### src/rtl/xor_if_pkg.sv
// xor_if_pkg: address map and FSM state encoding shared by the XOR FIFO driver files
package xor_if_pkg;
  localparam logic [2:0] ADDR_A_STAT = 3'd0;
  localparam logic [2:0] ADDR_B_STAT = 3'd1;
  localparam logic [2:0] ADDR_Y_STAT = 3'd2;
  localparam logic [2:0] ADDR_Y_DATA = 3'd3;
  localparam logic [2:0] ADDR_A_DATA = 3'd4;
  localparam logic [2:0] ADDR_B_DATA = 3'd5;
  typedef enum logic [3:0] {IDLE, POLL_A, WR_A, POLL_B, WR_B, POLL_Y, RD_Y, PUSH, ERROR} drv_state_t;
endpackage

### src/rtl/xor_if_poller.sv
// xor_if_poller: one status-poll read with consecutive not-ready counter and timeout detect
module xor_if_poller #(
  parameter int POLL_LIMIT = 255
) (
  input  logic CLK,
  input  logic RST_N,
  input  logic active,
  input  logic read_rdy,
  input  logic read_data,
  output logic read_en,
  output logic ok,
  output logic timeout
);
  localparam int W = POLL_LIMIT > 1 ? $clog2(POLL_LIMIT) : 1;
  logic [W-1:0] cnt;
  assign read_en = active && read_rdy;
  assign ok = read_en && read_data;
  assign timeout = read_en && !read_data && cnt == W'(POLL_LIMIT - 1);
  // Leaving any poll state clears the count, so every poll state starts from zero
  always_ff @(posedge CLK or negedge RST_N)
    if (!RST_N) cnt <= '0;
    else if (!active || ok) cnt <= '0;
    else if (read_en) cnt <= cnt + 1'b1;
endmodule

### src/rtl/xor_if_driver.sv
// xor_if_driver: sequences operand pairs through the XOR FIFO dut method ports.
// Define XOR_DRV_CHECK_EN to add the sticky err_mismatch result check.
module xor_if_driver
  import xor_if_pkg::*;
#(
  parameter int POLL_LIMIT = 255,
  parameter int CNT_W = 16
) (
  input  logic             CLK,
  input  logic             RST_N,
  input  logic             in_valid,
  input  logic             in_a,
  input  logic             in_b,
  output logic             in_ready,
  output logic             out_valid,
  output logic             out_y,
  input  logic             out_ready,
  output logic [2:0]       write_address,
  output logic             write_data,
  output logic             write_en,
  input  logic             write_rdy,
  output logic [2:0]       read_address,
  output logic             read_en,
  input  logic             read_data,
  input  logic             read_rdy,
  output logic [CNT_W-1:0] txn_count,
`ifdef XOR_DRV_CHECK_EN
  output logic             err_timeout,
  output logic             err_mismatch
`else
  output logic             err_timeout
`endif
);
  drv_state_t state, nxt;
  logic a, b, poll_st, poll_en, poll_ok, poll_to, rd_y_fire;
  assign poll_st = state inside {POLL_A, POLL_B, POLL_Y};
  assign rd_y_fire = state == RD_Y && read_rdy;
  assign in_ready = RST_N && state == IDLE;
  assign out_valid = state == PUSH;
  assign read_en = poll_en || rd_y_fire;
  assign write_en = (state == WR_A || state == WR_B) && write_rdy;
  assign write_data = (state == WR_A && a) || (state == WR_B && b);
  assign write_address = state == WR_A ? ADDR_A_DATA : state == WR_B ? ADDR_B_DATA : 3'd0;
  assign read_address = state == POLL_A ? ADDR_A_STAT :
                        state == POLL_B ? ADDR_B_STAT :
                        state == POLL_Y ? ADDR_Y_STAT :
                        state == RD_Y   ? ADDR_Y_DATA : 3'd0;
  xor_if_poller #(.POLL_LIMIT(POLL_LIMIT)) u_poll (
    .CLK(CLK),
    .RST_N(RST_N),
    .active(poll_st),
    .read_rdy(read_rdy),
    .read_data(read_data),
    .read_en(poll_en),
    .ok(poll_ok),
    .timeout(poll_to)
  );
  always_comb begin
    nxt = state;
    case (state)
      IDLE:    if (in_valid) nxt = POLL_A;
      POLL_A:  nxt = poll_to ? ERROR : poll_ok ? WR_A : POLL_A;
      WR_A:    if (write_en) nxt = POLL_B;
      POLL_B:  nxt = poll_to ? ERROR : poll_ok ? WR_B : POLL_B;
      WR_B:    if (write_en) nxt = POLL_Y;
      POLL_Y:  nxt = poll_to ? ERROR : poll_ok ? RD_Y : POLL_Y;
      RD_Y:    if (rd_y_fire) nxt = PUSH;
      PUSH:    if (out_ready) nxt = IDLE;
      default: nxt = state;
    endcase
  end
  always_ff @(posedge CLK or negedge RST_N)
    if (!RST_N) begin
      state <= IDLE;
      a <= 1'b0;
      b <= 1'b0;
      out_y <= 1'b0;
      txn_count <= '0;
      err_timeout <= 1'b0;
    end else begin
      state <= nxt;
      if (state == IDLE && in_valid) begin
        a <= in_a;
        b <= in_b;
      end
      if (rd_y_fire) out_y <= read_data;
      if (out_valid && out_ready) txn_count <= txn_count + 1'b1;
      if (poll_to) err_timeout <= 1'b1;
    end
`ifdef XOR_DRV_CHECK_EN
  // Popped value is still delivered as-is; the flag only records disagreement
  always_ff @(posedge CLK or negedge RST_N)
    if (!RST_N) err_mismatch <= 1'b0;
    else if (rd_y_fire && read_data != (a ^ b)) err_mismatch <= 1'b1;
`endif
endmodule

### config.mk
export PLATFORM = sky130hd
export DESIGN_NAME = xor_if_driver
export DESIGN_NICKNAME = d
export VERILOG_FILES = /design/src/rtl/xor_if_pkg.sv /design/src/rtl/xor_if_poller.sv /design/src/rtl/xor_if_driver.sv
export SDC_FILE = /design/constraint.sdc
export NUM_CORES = 1
export LEC_CHECK = 0
export CAP_MARGIN = 20
export CORE_MARGIN = 4
export CORE_UTILIZATION = 25
export CTS_BUF_LIST = sky130_fd_sc_hd__clkbuf_4 sky130_fd_sc_hd__clkbuf_8
export CTS_CLUSTER_DIAMETER = 60
export CTS_CLUSTER_SIZE = 12
export DETAILED_ROUTE_END_ITERATION = 12
export GPL_ROUTABILITY_DRIVEN = 0
export PLACE_DENSITY_LB_ADDON = 0.08
export RECOVER_POWER = 50
export SLEW_MARGIN = 10
export SYNTH_ARGS = -nofsm -noshare
export SYNTH_HDL_FRONTEND = slang
export SYNTH_HIERARCHICAL = 1
export SYNTH_SLANG_ARGS = --single-unit
### constraint.sdc
create_clock -name CLK -period 2.4 [get_ports CLK]
set_input_delay 0.36 -clock CLK [delete_from_list [all_inputs] [get_ports CLK]]
set_output_delay 0.36 -clock CLK [all_outputs]
set_load 0.01 [all_outputs]
; ---- Word level (Yosys, flattened, before mapping)
; Cells that the tools add are included.
[word_totals]
ff_bits = 32
latch_bits = 0
ram_bits = 0
mem_bits_ro = 0
inputBits = 9
mem_count = 0
[op_classes]
add_sub_neg = 2
mul = 0
div = 0
magnitude_cmp = 0
n_eq_ne = 13
shift = 0
mux = 20
bitwise = 0
n_reduce_logical = 22
[op_table]
columns = op, n
row1 = $mux 4, 8
row2 = $pmux 4 s8, 1
row3 = $add 16x1->16 const B, 1
row4 = $eq 4x3->1 const B, 4
row5 = $mux 8, 2
row6 = $mux 2, 6
row7 = $logic_and 1x1->1, 11
row8 = $mux 3, 3
row9 = $add 8x1->8 const B, 1
row10 = $eq 4x2->1 const B, 2
row11 = $eq 8x8->1 const B, 1
row12 = $ne 2x2->1 const B, 4
row13 = $reduce_bool 8->1, 1
row14 = $reduce_and 6->1, 1
row15 = $eq 4x1->1 const B, 1
row16 = $logic_not 4->1, 1
row17 = $logic_or 1x1->1, 4
row18 = $reduce_bool 3->1, 1
row19 = $logic_not 1->1, 2
row20 = $ne 2x1->1 const B, 1
row21 = $reduce_bool 2->1, 1

; ---- Logic depth before layout (Yosys ltp)
; Gate-level depths: netlist of run 1.
[depth]
depth_word = 7
depth_mapped = 9
ltp_nobuf = 8

; ---- By module
; The synthesis of run 1 kept the hierarchy.
[by_module_without_submodules]
columns = module, n_inst, cells_each, area_each_um2, seq_area_each_um2
row1 = xor_if_driver, 1, 121, 1253.7, 600.6
row2 = xor_if_poller, 1, 52, 461.7, 200.2

; ---- Worst setup path after synthesis of run 1
; No wires, ideal clock.
[synth_timing]
kind = flip-flop to flip-flop
startpoint = register state[1]
endpoint = register state[2]
setup_ns = 0.121
arrival_time_ns = 1.990
t_required_ns = 2.279
path_slack_ns = 0.289
stages_incl_launch_ff = 10
period_less_slack_ns = 2.111
path_cell_list = dfrtp_1 buf_4 clkbuf_1 a21oi_1 nand3b_1 nor3_1 o21ai_0 nand2_1 o31ai_1 a22o_1
[synth_between]
elab_chain_cells = 7
elab_cells_between_ends = 27
[synth_lines]
columns = item, line_no
row1 = from (decl), xor_if_driver.sv:34  ; drv_state_t state, nxt;
row2 = from (signal assigned), xor_if_driver.sv:81  ; state <= nxt;
row3 = "$eq 4x1->1, or another cell as far along", xor_if_driver.sv:36  ; assign poll_st = state inside {POLL_A, POLL_B, POLL_Y};
row4 = $reduce_bool 3->1 (*), xor_if_driver.sv:36
row5 = named net poll_st, xor_if_driver.sv:35  ; logic a, b, poll_st, poll_en, poll_ok, poll_to, rd_y_fire;
row6 = $logic_and 1x1->1 (*), xor_if_poller.sv:16  ; assign read_en = active && read_rdy;
row7 = $logic_and 1x1->1 (*) (2 in series), xor_if_poller.sv:18  ; assign timeout = read_en && !read_data && cnt == W'(POLL_LIMIT - 1);
row8 = named net poll_to, xor_if_driver.sv:35
row9 = $mux 4 (on tied branches), "xor_if_driver.sv:66, xor_if_driver.sv:64"
row10 = $pmux 4 s8 (*), xor_if_driver.sv:60  ; case (state)
; Mark *: on every way through the listed nets, which the timed path passes. The rest lies on a longest branch.
; A chain may end at the register's enable or synchronous reset.

; ---- Worst setup path in the final report of run 1
[layout_timing]
startpoint = register state[1]
endpoint = output port write_en
[layout_between]
elab_chain_cells = 3
elab_cells_between_ends = 4
[layout_lines]
columns = item, line_no
row1 = $eq 4x2->1 / $eq 4x3->1 (equally long branches), xor_if_driver.sv:41  ; assign write_en = (state == WR_A || state == WR_B) && write_rdy;
row2 = $logic_or 1x1->1 (*), xor_if_driver.sv:41
row3 = $logic_and 1x1->1 (*), xor_if_driver.sv:41
row4 = to (decl), xor_if_driver.sv:20  ; output logic write_en,
; Every way passes the cells marked *; elsewhere a longest branch is shown, timed or not.

==> results of run 1 <==
-- kinds of logic after synthesis --
group | synth area share
AOI/OAI and AO/OA | 0.09847
and+or+nand+nor | 0.2509
other | 0.002186
muxes | 0.03209
buffers and inverters | 0.03574
adders and majority gates | 0.02188
DFF | 0.4668
xor gates and xnor gates | 0.09190
-- area by class of cell --
type                    instances  share of cell area
multi-input cells             130              0.3815
clock buffers                   7             0.03969
inverters                       3            0.004961
clock inverters                 1            0.003308
repair buffers                 42              0.1748
flip-flops and latches         32              0.3534
well taps                      77             0.04245
-- final timing paths --
| check | from | end | cells after the start |
|---|---|---|---|
| max | state[1] | write_en | 4 |
| min | err_timeout | err_timeout | 1 |
| max reg2reg | state[3] | state[0] | 9 |
| min reg2reg | err_timeout | err_timeout | 1 |
| max in group asynchronous | RST_N | state[2] | 2 |
| min in group asynchronous | RST_N | txn_count[4] | 2 |
-- power groups by stage --
stage          logic, mW  registers (mW)  clock network, mW
6_report           0.708           0.698              0.453
5_1_grt            0.788           0.711              0.500
4_1_cts            0.714           0.696              0.477
3_5_place_dp       0.708           0.705                  0
3_3_place_gp       0.701           0.700                  0
2_1_floorplan      0.425           0.701                  0
-- routing by layer --
metal	GRT usage	wire, um	up-vias
li1	-	-	693
met1	0.1324	1972	676
met2	0.1674	1872	49
met3	0.03167	246	6
met4	0.04774	68	0
met5	0	0	-
-- flip-flops by register name, summed over array words and instances (netlist names) --
| name | cells |
|---|---|
| txn_count | 16 |
| u_poll/cnt | 8 |
| b | 1 |
| a | 1 |
| out_y | 1 |
| state | 4 |
| err_timeout | 1 |
-- per-stage QoR --
| step | power, mW | worst slack [ps] | instances | utilization | instance area [um2] |
|---|---|---|---|---|---|
| final | 1.859 | 162.1 | 292 | 0.3495 | 2270 |
| after floorplan | 1.126 | 289.0 | 174 | - | 1719 |
| after detailed placement | 1.413 | 144.1 | 284 | 0.3338 | 2168 |
| after CTS | 1.886 | 0.9595 | 292 | 0.3489 | 2266 |
| after global placement | 1.401 | 175.6 | 284 | 0.3338 | 2168 |
| after global routing | 1.999 | 61.55 | 292 | 0.3495 | 2270 |
-- worst max-delay path, cell delays in order (launching register included) --
cell and delay, ps:
dfrtp_1 370, buf_4 230, xor2_1 260, and3_1 200
clkdlybuf4s50_1 530
-- placed cells by master, fill, tap and decap left out, drive strengths merged, types with 3 or more instances in the layout --
cell type	instances
nand2	17
o211ai	3
nand3b	4
a21oi	5
nand3	12
or4	3
nand4	6
and3	8
xnor2	14
nor2	6
nor3	3
mux2	4
nand2b	3
dfrtp	32
and2	3
dlygate4sd3	4
inv	3
clkdlybuf4s50	31
xor2	4
o21ai	8
clkbuf	9
ha	3
buf	5
==> run_results.csv, run 1 <==
group,metric,value,unit
run_status,status,"finished, final reports clean",
synth,async_flop_share,1.000,
setup_path,cp.arrival,1880,ps
clock_tree,cts_tree,"yes",
synth,synth.area.top_cells,"dfrtp_1, xnor2_1, nand2_1",
sta,rsz0062_at_grt,"no",
synth,synth_top_cell_area_share,0.4668,
grt,grt_pass1_wl,7.044,mm
die,die_h,90.84,um
grt,grt_max_degree,33,
layout,drive_above_1_share,0.1209,
clock_tree,cts_made_buffers,5,
clock_tree,cts.path.max_buffers,2,
route,dr.pass1.iters,4,
sta,slew_headroom,0.4305,
setup_path,crit_fanout,18,
grt,grt_pass1_vias,1486,
layout,multi_input_area,865.8,um2
layout,synthToLayoutAreaGrowth,32.31,%
sta,hold_viol_final,0,
synth,post-synth-top-count-cell,"dfrtp_1",
pwr,pwr-share-comb,0.381,
synth,ys_ff_latch,32,
clock_tree,cts-root-buf,"clkbuf_8",
layout,antenna_cells,0,
hold_path,hold_class,"reg2reg",
synth,netlist-cell-type-count,42,
clock_tree,htreeDepth,2,
route,viasPerCell,4.877,
clock_tree,cts_setup_buffers,0,
placement,numPortBuffers,35,
sta,fin_setup_tns,0,ps
die,core,0.006495,mm2
sta,tightest_slew,854.3,ps
grt,grt_usage,0.1058,
setup_path,start_kind,"flip-flop",
clock_tree,cts_resized,0,
route,num_vias,1424,
setup_path,worstSetupPathType,"reg2out",
placement,place_hpwl,2.964,mm
sta,holdWs,458.1,ps
die,start_util,0.2641,
sta,slew_viol_final,0,
die,io_pins,38,
route,drt_iter0_drc,77,
die,dieArea,0.008251,mm2
grt,overflow,0,
clock_tree,clk_latency,290,ps
clock_tree,clock-sinks,32,
setup_path,end_kind,"primary output",
synth,synth_edf_count,0,
route,route.final.wire_length,4.160,mm
synth,yosys.area.top_type,"dfrtp_1",
route,drc_errors,0,
sta,setup_viol_count_final,0,
route,ant_nets,0,
clock_tree,hold_buffers,0,
sta,fin_crit,2238,ps
synth,syn_area,0.001715,mm2
synth,ys.warnings.count,6,
layout,seqCellArea,802.0,um2
setup_path,rrSetupSlack,490,ps
synth,synth_ff_type,"dfrtp_1",
layout,fin_nets,226,
pwr,p_sw,0.6395,mW
pwr,ir_drop,0.0004265,V
pwr,p_int,1.220,mW
pwr,p_clk_frac,0.244,
pwr,switching_share,0.3440,
layout,fill_cells,656,
sta,clock_skew,5.741,ps
synth,synth_area_per_cell,9.916,um2
pwr,p_seq_frac,0.375,
die,die_w,90.84,um
sta,clock.fmax,446.8,MHz
synth,ys_seq_area_frac,0.4668,
sta,fin_crit_sh,0.9325,
die,rows,29,
job,drv_cap,0,
synth,synth.top_cells.by_count,"dfrtp_1, nand2_1, xnor2_1",
setup_path,cp_data_required_time,2040,ps
pwr,powerDensity,819.1,mW/mm2
clock_tree,clkTransAtPathRegs,70,ps
grt,antenna_found_initial,0,
route,wire_per_inst,14.25,um
synth,syn_inst,173,
pwr,p_leak,0.9699,nW
No activity file was read; power rests on OpenSTA's default activity.
==> run 2, diff against run 1 <==
--- a/config.mk
+++ b/config.mk
@@ -6,13 +6,13 @@
 export NUM_CORES = 1
 export LEC_CHECK = 0
 export CAP_MARGIN = 20
-export CORE_MARGIN = 4
+export CORE_MARGIN = 2
 export CORE_UTILIZATION = 25
 export CTS_BUF_LIST = sky130_fd_sc_hd__clkbuf_4 sky130_fd_sc_hd__clkbuf_8
 export CTS_CLUSTER_DIAMETER = 60
 export CTS_CLUSTER_SIZE = 12
 export DETAILED_ROUTE_END_ITERATION = 12
-export GPL_ROUTABILITY_DRIVEN = 0
+export HOLD_SLACK_MARGIN = 0.08
 export PLACE_DENSITY_LB_ADDON = 0.08
 export RECOVER_POWER = 50
 export SLEW_MARGIN = 10
==> run_results.csv, run 2 (synthesized netlist as in run 1, its figures left out) <==
group,metric,value,unit
run_status,status,"finished, final reports clean",
die,dieArea,0.007540,mm2
setup_path,cp.arrival,1950,ps
layout,largest_reg_flops,16,
setup_path,crit_fanout,9,
grt,grt_max_degree,33,
route,drt_iter0_drc,74,
die,die_w,86.84,um
grt,overflow,0,
setup_path,start_kind,"flip-flop",
layout,drive_above_1_share,0.1302,
route,num_vias,1399,
die,io_pins,38,
clock_tree,cts_tree,"yes",
setup_path,r2r-start,"state[3]",
layout,largestRegisters,"txn_count x16, u_poll/cnt x8, state x4",
layout,antenna_cells,0,
die,die_h,86.84,um
hold_path,hold_class,"reg2reg",
pwr,powerDensity,846.6,mW/mm2
setup_path,rr_worst_depth,9,
sta,tightest_slew,831.9,ps
route,ant_nets,0,
clock_tree,htreeDepth,2,
sta,fin_setup_tns,0,ps
setup_path,cp_data_required_time,2040,ps
setup_path,worstSetupPathType,"reg2out",
grt,grt_usage,0.1130,
pwr,p_leak,0.9837,nW
sta,slew_viol_final,0,
layout,fill_cells,688,
layout,final_cell_mix,"dfrtp_1, clkdlybuf4s50_1, nand2_1",
clock_tree,clkTransAtPathRegs,80,ps
setup_path,r2r-end,"state[0]",
sta,holdWs,463.9,ps
sta,slew_headroom,0.4454,
layout,seqCellArea,804.5,um2
clock_tree,cts.path.max_buffers,2,
placement,place_hpwl,2.805,mm
clock_tree,clk_latency,280,ps
route,dr.pass1.iters,4,
pwr,ir_drop,0.0004196,V
setup_path,cp-endpoint,"write_en",
route,route.final.wire_length,3.894,mm
grt,antenna_found_initial,0,
clock_tree,cts_made_buffers,5,
die,core,0.006719,mm2
route,drc_errors,0,
layout,regMostFlops,"txn_count",
placement,numPortBuffers,35,
sta,clock_skew,7.217,ps
clock_tree,clock-sinks,32,
placement,gp_congestion,0.7417,
die,rows,30,
setup_path,end_kind,"primary output",
layout,fin_nets,226,
route,viasPerCell,4.742,
layout,multi_input_area,860.8,um2
setup_path,crit_start,"state[2]",
setup_path,rrSetupSlack,540,ps
layout,synthToLayoutAreaGrowth,33.41,%
sta,rsz0062_at_grt,"no",
clock_tree,cts-root-buf,"clkbuf_8",
die,start_util,0.2553,
sta,fin_crit,2306,ps
sta,hold_viol_final,0,
route,wire_per_inst,13.20,um
sta,fin_crit_sh,0.9610,
sta,setup_viol_count_final,0,
grt,grt_pass1_wl,6.686,mm
job,drv_cap,0,
grt,grt_pass1_vias,1416,
sta,clock.fmax,433.6,MHz
-- run 2: cell count changes in the layout (fill, tap and decap cells not counted), sizes merged --
cell / delta
buf: +1
bufinv: +1
clkdlybuf4s50: -2
dlygate4sd3: +2
clkinv: +1
clkbuf: -3
-- run 2: per-stage QoR --
step	util	area, um2	cells	setup slack [ps]	total power, mW
finish	0.3406	2288	295	93.71	1.937
global placement	0.3233	2172	287	180.0	1.418
detailed placement	0.3233	2172	287	156.1	1.420
global route	0.3406	2288	295	29.53	2.091
CTS	0.3399	2283	295	18.18	1.965
floorplan	-	1719	174	289.0	1.126
-- run 2: area by class of cell --
class                   instances  area share
well taps                      80     0.04374
repair buffers                 42      0.1750
clock buffers                   5     0.03007
clock inverters                 3     0.01859
inverters                       3    0.004921
multi-input cells             130      0.3762
flip-flops and latches         32      0.3516
-- run 2: where the power goes --
group | internal [mW] | switching [mW]
sequential | 0.621 | 0.0913
clock | 0.307 | 0.216
combinational | 0.366 | 0.335
total | 1.29 | 0.643
-- run 2: critical path, stage by stage, from the launching register on --
cell             delay (ps)
dfrtp_2                 490
buf_4                   190
xor2_1                  250
and3_1                  200
clkdlybuf4s50_1         530
-- run 2: metal layers --
metal	GRT usage	routed length, um	up-vias	share of wire
li1	-	-	699	-
met1	0.1551	1964	656	0.50
met2	0.1672	1680	38	0.43
met3	0.03143	192	6	0.049
met4	0.04545	57	0	0.015
met5	0	0	-	0
-- run 2: worst min path at each step --
stage                              from             to  slack [ps]  cells after the start
final                     txn_count[15]  txn_count[15]         460                      1
after floorplan                   RST_N              a          60                      0
after CTS                 txn_count[15]  txn_count[15]         480                      1
after global routing       txn_count[3]   txn_count[3]         500                      1
after detailed placement  txn_count[15]  txn_count[15]         460                      1
after global placement    txn_count[15]  txn_count[15]         470                      1
-- run 2: what timing repair did --
item / 4_1_cts / 5_1_grt
resized for setup: 0 / 4
endpoints found under the setup margin: 0 / 3
buffers inserted: 0 / 0
hold buffers: 0 / 0
